### src/rtl/idct_row_seq.sv
// Sequential 8-point 1-D inverse DCT: one coefficient row in, eight clipped 8-bit pixels out.
// Optional build macro IDCT_ZERO_SKIP_EN stops accumulation after the last nonzero coefficient.
module idct_row_seq #(
  parameter int FRAC  = 12,
  parameter int ACC_W = 27
) (
  input  logic        clk,
  input  logic        rst,
  input  logic        in_valid,
  output logic        in_ready,
  input  logic [71:0] in,
  output logic        out_valid,
  input  logic        out_ready,
  output logic [63:0] out
);

  // state | meaning
  // IDLE  | waiting for a coefficient row, in_ready=1
  // ACC   | one MAC step per cycle over k, then one cycle to round/clip
  // OUT   | pixel row held until out_ready
  typedef enum logic [1:0] {IDLE, ACC, OUT} state_t;

  localparam logic signed [ACC_W-1:0] HALF = ACC_W'(1) <<< (FRAC - 1);

  state_t                  state;
  logic [2:0]              k;
  logic                    fin;
  logic signed [8:0]       y    [8];
  logic signed [ACC_W-1:0] acc  [8];
  logic signed [ACC_W-1:0] prod [8];
  logic signed [ACC_W-1:0] cext [8];
  logic signed [ACC_W-1:0] rnd  [8];
  logic signed [ACC_W-1:0] shf  [8];
  logic signed [ACC_W-1:0] ysel;
  logic signed [13:0]      coef [8];
  logic [7:0]              pix  [8];
  logic [2:0]              last;

  // Cosine weight for output n, coefficient k: reduce (2n+1)k*pi/16 into the first quadrant.
  // Angle index 0 only occurs for k=0, so the 1/sqrt(2) entry doubles as the C(0) term.
  function automatic logic signed [13:0] kcoef(input int n, input int kk);
    int                 m;
    logic               neg;
    logic signed [13:0] mag;
    m   = ((2 * n + 1) * kk) % 32;
    neg = 1'b0;
    if (m > 16) m = 32 - m;
    if (m > 8) begin
      m   = 16 - m;
      neg = 1'b1;
    end
    case (m)
      0:       mag = 14'sd5793;
      1:       mag = 14'sd8035;
      2:       mag = 14'sd7568;
      3:       mag = 14'sd6811;
      4:       mag = 14'sd5793;
      5:       mag = 14'sd4551;
      6:       mag = 14'sd3135;
      7:       mag = 14'sd1598;
      default: mag = 14'sd0;
    endcase
    return neg ? -mag : mag;
  endfunction

  always_comb begin
    ysel = {{(ACC_W-9){y[k][8]}}, y[k]};
    for (int n = 0; n < 8; n++) begin
      coef[n] = kcoef(n, int'(k));
      cext[n] = {{(ACC_W-14){coef[n][13]}}, coef[n]};
      prod[n] = ysel * cext[n];
      rnd[n]  = acc[n] + HALF;
      shf[n]  = rnd[n] >>> FRAC;
      if (shf[n][ACC_W-1])
        pix[n] = 8'd0;
      else if (shf[n] > ACC_W'(255))
        pix[n] = 8'd255;
      else
        pix[n] = shf[n][7:0];
    end
  end

`ifdef IDCT_ZERO_SKIP_EN
  logic [2:0] lastnz_in;
  logic       zero_in;

  always_comb begin
    lastnz_in = 3'd0;
    zero_in   = 1'b1;
    for (int i = 0; i < 8; i++) begin
      if (in[71-9*i -: 9] != 9'd0) begin
        lastnz_in = 3'(i);
        zero_in   = 1'b0;
      end
    end
  end
`endif

  always_ff @(posedge clk or posedge rst) begin
    if (rst) begin
      state     <= IDLE;
      k         <= 3'd0;
      fin       <= 1'b0;
      in_ready  <= 1'b1;
      out_valid <= 1'b0;
      out       <= 64'd0;
`ifdef IDCT_ZERO_SKIP_EN
      last      <= 3'd0;
`endif
      for (int n = 0; n < 8; n++) begin
        acc[n] <= '0;
        y[n]   <= '0;
      end
    end else begin
      case (state)
        IDLE: begin
          if (in_valid && in_ready) begin
            for (int n = 0; n < 8; n++) begin
              y[n]   <= in[71-9*n -: 9];
              acc[n] <= '0;
            end
            k        <= 3'd0;
            fin      <= 1'b0;
            in_ready <= 1'b0;
`ifdef IDCT_ZERO_SKIP_EN
            last     <= lastnz_in;
            if (zero_in) begin
              out       <= 64'd0;
              out_valid <= 1'b1;
              state     <= OUT;
            end else begin
              state <= ACC;
            end
`else
            state    <= ACC;
`endif
          end
        end
        ACC: begin
          if (fin) begin
            for (int n = 0; n < 8; n++) out[63-8*n -: 8] <= pix[n];
            out_valid <= 1'b1;
            state     <= OUT;
          end else begin
            for (int n = 0; n < 8; n++) acc[n] <= acc[n] + prod[n];
            k <= k + 3'd1;
            if (k == last) fin <= 1'b1;
          end
        end
        OUT: begin
          if (out_ready) begin
            out_valid <= 1'b0;
            in_ready  <= 1'b1;
            state     <= IDLE;
          end
        end
        default: state <= IDLE;
      endcase
    end
  end

`ifndef IDCT_ZERO_SKIP_EN
  assign last = 3'd7;
`endif

endmodule

### config.mk
export PLATFORM = sky130hd
export DESIGN_NAME = idct_row_seq
export DESIGN_NICKNAME = d
export VERILOG_FILES = /design/src/rtl/idct_row_seq.sv
export SDC_FILE = /design/constraint.sdc
export NUM_CORES = 2
export LEC_CHECK = 0
export CAP_MARGIN = 20
export CORE_UTILIZATION = 46
export DETAILED_ROUTE_END_ITERATION = 8
export GPL_ROUTABILITY_DRIVEN = 1
export PLACE_DENSITY = 0.75
export SETUP_SLACK_MARGIN = 0.1
export SYNTH_ARGS = -nofsm -noshare
export SYNTH_HDL_FRONTEND = slang
export SYNTH_SLANG_ARGS = --single-unit
### constraint.sdc
create_clock -name clk -period 12.55 [get_ports clk]
set_clock_uncertainty 0.05 [all_clocks]
set_input_delay 1.8825 -clock clk [delete_from_list [all_inputs] [get_ports clk]]
set_output_delay 1.8825 -clock clk [all_outputs]
set_load 0.02 [all_outputs]
Word-level counts from Yosys, hierarchy flattened
Memories as Yosys holds them, arrays and structs flattened.
Cells that the tools add are included.

word-level totals
  register bits after elaboration = 360
  memory bits (read-only) = 832
  input bits = 76
  output and inout port bits = 66
  memories kept = 8

memories
  name             words  bits a word  rd ports  clocked after Yosys merged registers in  wr ports  line  RTL
  (no name shown)  8      13           1         0                                        0         52    case (m)
  (no name shown)  8      13           1         0                                        0         52
  (no name shown)  8      13           1         0                                        0         52
  (no name shown)  8      13           1         0                                        0         52
  (no name shown)  8      13           1         0                                        0         52
  (no name shown)  8      13           1         0                                        0         52
  2 more memories  -      -            -         -                                        -         -

operators by class
  add/subtract/negate cells = 41
  $mul = 15
  magnitude comparators = 25
  equal/unequal tests = 7
  muxes and demuxes = 78
  bitwise operators = 8
  reduce and logical (&&, ||, !) cells = 27

operator list
  operator                                                                count
  32-bit two-way mux                                                      16
  216-bit two-way mux                                                     2
  216-bit one-hot mux with 2 select lines                                 1
  32-bit by 5-bit > comparator with 1-bit output (second input constant)  8
  6-bit by 32-bit subtractor with 32-bit output (first input constant)    8
  29-bit zero test                                                        8
  14-bit two-way mux                                                      16
  27-bit by 13-bit adder with 27-bit output (second input constant)       8
  27-bit by 23-bit adder with 27-bit output                               8
  9-bit by 14-bit multiplier with 23-bit output                           8
  8-bit two-way mux                                                       16
  15-bit by 9-bit > comparator with 1-bit output (second input constant)  8
  14-bit negator                                                          8
  7-bit by 6-bit subtractor with 8-bit output (first input constant)      7
  6-bit > comparator (second input constant)                              7
  5-bit OR reduction                                                      7
  9-bit binary-select mux with 3-bit select                               1
  4-bit by 3-bit multiplier with 5-bit output (first input constant)      4
  9-bit two-way mux                                                       2
  1-bit two-way mux                                                       14
  3-bit AND reduction                                                     4
  3-bit by 3-bit multiplier with 5-bit output (first input constant)      2
  2-bit != test (second input constant)                                   4
  1-bit bitwise AND (first input constant)                                7
  other kinds (18)                                                        27

Logic depth before layout (Yosys ltp)
  depth in word-level cells = 15
  gate-level depth with buffers = 43
  mapped depth without buffers = 39

Least setup slack after synthesis
No wires, ideal clock.

  path kind = reg2reg
  start point = reg k[2]
  end point = reg acc[188] (netlist bit)
  library setup time = 0.133 ns
  arrival time = 10.195 ns
  required time = 12.367 ns
  path slack = 2.172 ns
  stages on the path, launching flop included = 42
  cells stage by stage = dfrtp_1 -> buf_2 -> buf_2 -> clkinv_1 -> clkbuf_1 -> clkbuf_1 -> fa_1 -> or4b_1 -> nor3b_2 -> o21ai_4 -> nor2_1 -> nand2_1 -> ha_1 -> nor2_1 -> nand2_1 -> nor4_2 -> o21a_1 -> buf_4 -> (+6 left out) -> nand2_1 -> fa_1 -> inv_1 -> fa_1 -> inv_1 -> fa_1 -> fa_1 -> inv_1 -> fa_1 -> ha_1 -> o2111a_1 -> o311ai_1 -> a21oi_1 -> o211ai_1 -> or4b_1 -> a31oi_1 -> xnor2_1 -> o21ai_0

between the ends
  longest elaborated chain between the ends = 15

RTL lines
  element                                                                                                                 line    RTL
  from (decl)                                                                                                             26      logic [2:0] k;
  from (signal assigned)                                                                                                  146     k <= k + 3'd1;
  2-bit by 3-bit multiplier with 5-bit output                                                                             45      m = ((2 * n + 1) * kk) % 32;
  5-bit OR reduction (no line)                                                                                            -
  1-bit bitwise AND (no line)                                                                                             -
  7-bit by 6-bit subtractor with 8-bit output / 6-bit > comparator (equally long branches)                                47      if (m > 16) m = 32 - m;
  32-bit two-way mux                                                                                                      47
  32-bit by 5-bit > comparator with 1-bit output / 6-bit by 32-bit subtractor with 32-bit output (equally long branches)  48, 49
  32-bit two-way mux                                                                                                      48      if (m > 8) begin
  memory read 8 x 13 bit / 29-bit zero test (equally long branches)                                                       -
  14-bit two-way mux                                                                                                      52
  14-bit negator                                                                                                          63      return neg ? -mag : mag;
  14-bit two-way mux                                                                                                      63
  9-bit by 14-bit multiplier with 23-bit output (*)                                                                       71      prod[n] = ysel * cext[n];
  27-bit by 23-bit adder with 27-bit output (*)                                                                           145     for (int n = 0; n < 8; n++) acc[n] <= acc[n] + prod[n];
  216-bit two-way mux (*)                                                                                                 140     if (fin) begin
  216-bit one-hot mux with 2 select lines (*)                                                                             115     case (state)
  to (signal, indexed assignment)                                                                                         111     acc[n] <= '0;
  to (signal, indexed assignment)                                                                                         120     acc[n] <= '0;
  to (decl)                                                                                                               29      logic signed [ACC_W-1:0] acc [8];

Every way passes the cells marked *; elsewhere a longest branch is shown, timed or not. The select of a mux whose other input is x is not followed.
A chain may end at the register's enable or synchronous reset.

Final worst setup path
  start point = reg k[0]
  end point = reg acc[188] (netlist bit)

The elaborated chain is that of the path after synthesis.

==> results.cfg <==
[logic_synthesis]
seq_area_frac_synth = 0.143
syn-cell-area_sq_um = 62800
synthCells = 6957
async_reset_ff_frac = 1.00
ys_ff_latch = 360
synth.avg_cell_area_sq_um = 9.03
ys_warn_count = 0
synth_edf_count = 0
synth_cell_types = 104
ys_dominant_reg_cell = dfrtp_1

[clock_network]
cts_resized = 0
cts.path.max_buffers = 3
ctsHoldBuffers = 0
cts_made_buffers = 48
clkLatencyLatePin_ns = 0.68
cts_tree = done
root_buffer = clkbuf_16
post_cts_buffers = 0
clk_pin_slew_ns = 0.07
cts-htree-levels = 2
clock_sinks = 360

[global_routing]
antenna_found_initial = 2
grt_max_degree = 137
grt_overflow_total = 0
grtUsageTotal = 0.248
grt_pass1_vias = 52500
grt_pass1_wl_um = 274000

[timing]
fin_crit_ns = 11.78
post-route-period-util = 0.939
slew_headroom = 0.178
setup_slack_ns = 0.768
rsz0062_at_grt = false
fmax_mhz = 84.9
finalMaxSlewViolations = 0
fin_tns_setup_ns = 0
hold_viol_final = 0
tightest_slew_ns = 1.20
setup_violations = 0
fin_hold_ws_ns = 0.422

[cells_and_area]
finish.net_count = 8655
layout-drive-gt1-share = 0.0512
n_antenna_cell = 0
area_delta_synth_final_pct = 7.88

[route]
ant_nets = 0
drc_errors = 0
drt-pass1-iter-count = 6
wirelength_um = 164000
wire_per_inst_um = 18.8
drtIter0Drc = 3682
vias = 49300
routed_via_density = 5.63

[setup_path]
cpPeakStageDelay_ns = 0.81
crit_start = k[0]
cp_slowest_cell = fa_2
path_class = flop to flop
startpoint_type = flop
reg2reg_from = k[0]
crit_fanout = 31
cp.required_ns = 13.05
crit_path_end_kind = flop
crit_arrival_ns = 12.28

[die]
die-area_sq_um = 138000
core_sq_um = 135000
start_util = 0.464
die_h_um = 372
io_pins = 142
rows = 135
die_w_um = 372

[place]
dp_slack_ns = 0.889
dp_hpwl_um = 127000
port_buffers = 141
place_congestion = 0.930

[outcome]
status = complete, no violations

[hold_path]
min_path_type = flop to flop
worstHoldStart = out[35]

[job]
drv_cap = 0
## stage by stage
stage	util	instance area [sq um]	std cells
after global placement	0.487	66000	8677
after CTS	0.500	67700	8767
after global routing	0.500	67800	8769
final	0.500	67800	8769
after detailed placement	0.487	66000	8677
after floorplan	-	62800	6962
## worst max-delay path: cells and delay by family, from the launching register on
family	cells	cell delay, ns
adders and majority gates	10	4.59
buffers and inverters	6	1.05
and+or+nand+nor	12	2.62
AOI/OAI and AO/OA	10	2.80
DFF	1	0.37
xor gates and xnor gates	1	0.13
## layout make-up
type / instances / area, sq um
fill: 12300 / 67700
multi-input combinational: 5098 / 48200
sequential: 360 / 9010
inverter: 1234 / 4640
tap: 1781 / 2230
timing repair buffer: 206 / 1910
clock buffer: 59 / 1270
clock inverter: 31 / 468
## cells in the final DEF (no fill, tap or decap), types with 15 or more instances in the layout
cell,n
a211oi_1,45
a21o_1,129
a21oi_1,268
a22o_1,46
a31oi_1,34
and2_1,96
and3_1,55
and4_1,16
buf_4,63
clkbuf_16,48
clkdlybuf4s50_1,141
dfrtp_1,356
fa_1,1038
ha_1,590
inv_1,1229
mux2_2,75
mux2i_1,21
mux4_2,18
nand2_1,942
nand2b_1,48
nand3_1,84
nand4_1,21
nor2_1,441
nor2b_1,41
nor3_1,64
nor3b_1,15
o211ai_1,28
o21a_1,36
o21ai_0,276
o21ai_1,21
o21bai_1,20
o22ai_1,25
o31ai_1,31
or2_2,28
or3_1,27
xnor2_1,170
xor2_1,96
## metal layers
| metal | share of wire | up-vias | global-route usage |
|---|---|---|---|
| met5 | 0.000073 | - | 0 |
| met4 | 0.044 | 2 | 0.0977 |
| met3 | 0.082 | 418 | 0.0447 |
| met2 | 0.48 | 1873 | 0.416 |
| met1 | 0.40 | 24800 | 0.315 |
| li1 | - | 22200 | - |
## path summary, 6_finish.rpt
kind / end / slack (ns) / depth (start not counted)
hold / removal: out[35] / 0.42 / 1
hold reg to reg: out[35] / 0.42 / 1
min in group asynchronous: y[30] / 1.76 / 2
setup / recovery: acc[188] / 0.77 / 39
setup reg to reg: acc[188] / 0.77 / 39
max in group asynchronous: acc[98] / 8.50 / 4
## registers in the layout (all words and copies together), names as in the netlist
name and cells:
in_ready 1, k 3, out_valid 1, fin 1, state 2, out 64, acc 216, y 72
## synth_stat cells, types with 18 or more instances
master,instances,area share
o31ai_1,31,0.0037
a22o_1,46,0.0064
and3_1,55,0.0055
mux4_2,18,0.0065
buf_2,28,0.0022
or3_1,27,0.0027
nor2_1,446,0.027
a211oi_1,45,0.0054
mux2i_1,21,0.0033
o21bai_1,20,0.0024
nor3_1,64,0.0051
fa_1,1039,0.33
a21oi_1,268,0.021
buf_1,20,0.0012
a31oi_1,34,0.0034
o21a_1,36,0.0043
xor2_1,96,0.013
xnor2_1,170,0.024
nand2b_1,48,0.0048
o21ai_1,21,0.0017
o21ai_0,276,0.022
nand4_1,21,0.0021
a21o_1,129,0.015
dfrtp_1,359,0.14
or2_2,28,0.0028
ha_1,592,0.12
clkbuf_1,218,0.013
o22ai_1,25,0.0025
mux2_2,75,0.013
nand2_1,952,0.057
inv_1,1231,0.074
o211ai_1,28,0.0033
and2_1,101,0.010
nor2b_1,41,0.0041
nand3_1,84,0.0067
## cells by family after synthesis
| kind of cell | count (synthesis) | share of synthesized area |
|---|---|---|
| other | 1 | 0.0000597 |
| DFF | 360 | 0.143 |
| buffers and inverters | 1504 | 0.0906 |
| adders and majority gates | 1631 | 0.449 |
| and+or+nand+nor | 1944 | 0.137 |
| xor gates and xnor gates | 272 | 0.0386 |
| muxes | 114 | 0.0232 |
| AOI/OAI and AO/OA | 1131 | 0.118 |
Power is not shown: default switching activity piles up to over one toggle a cycle in this logic, so the estimate is an artifact.
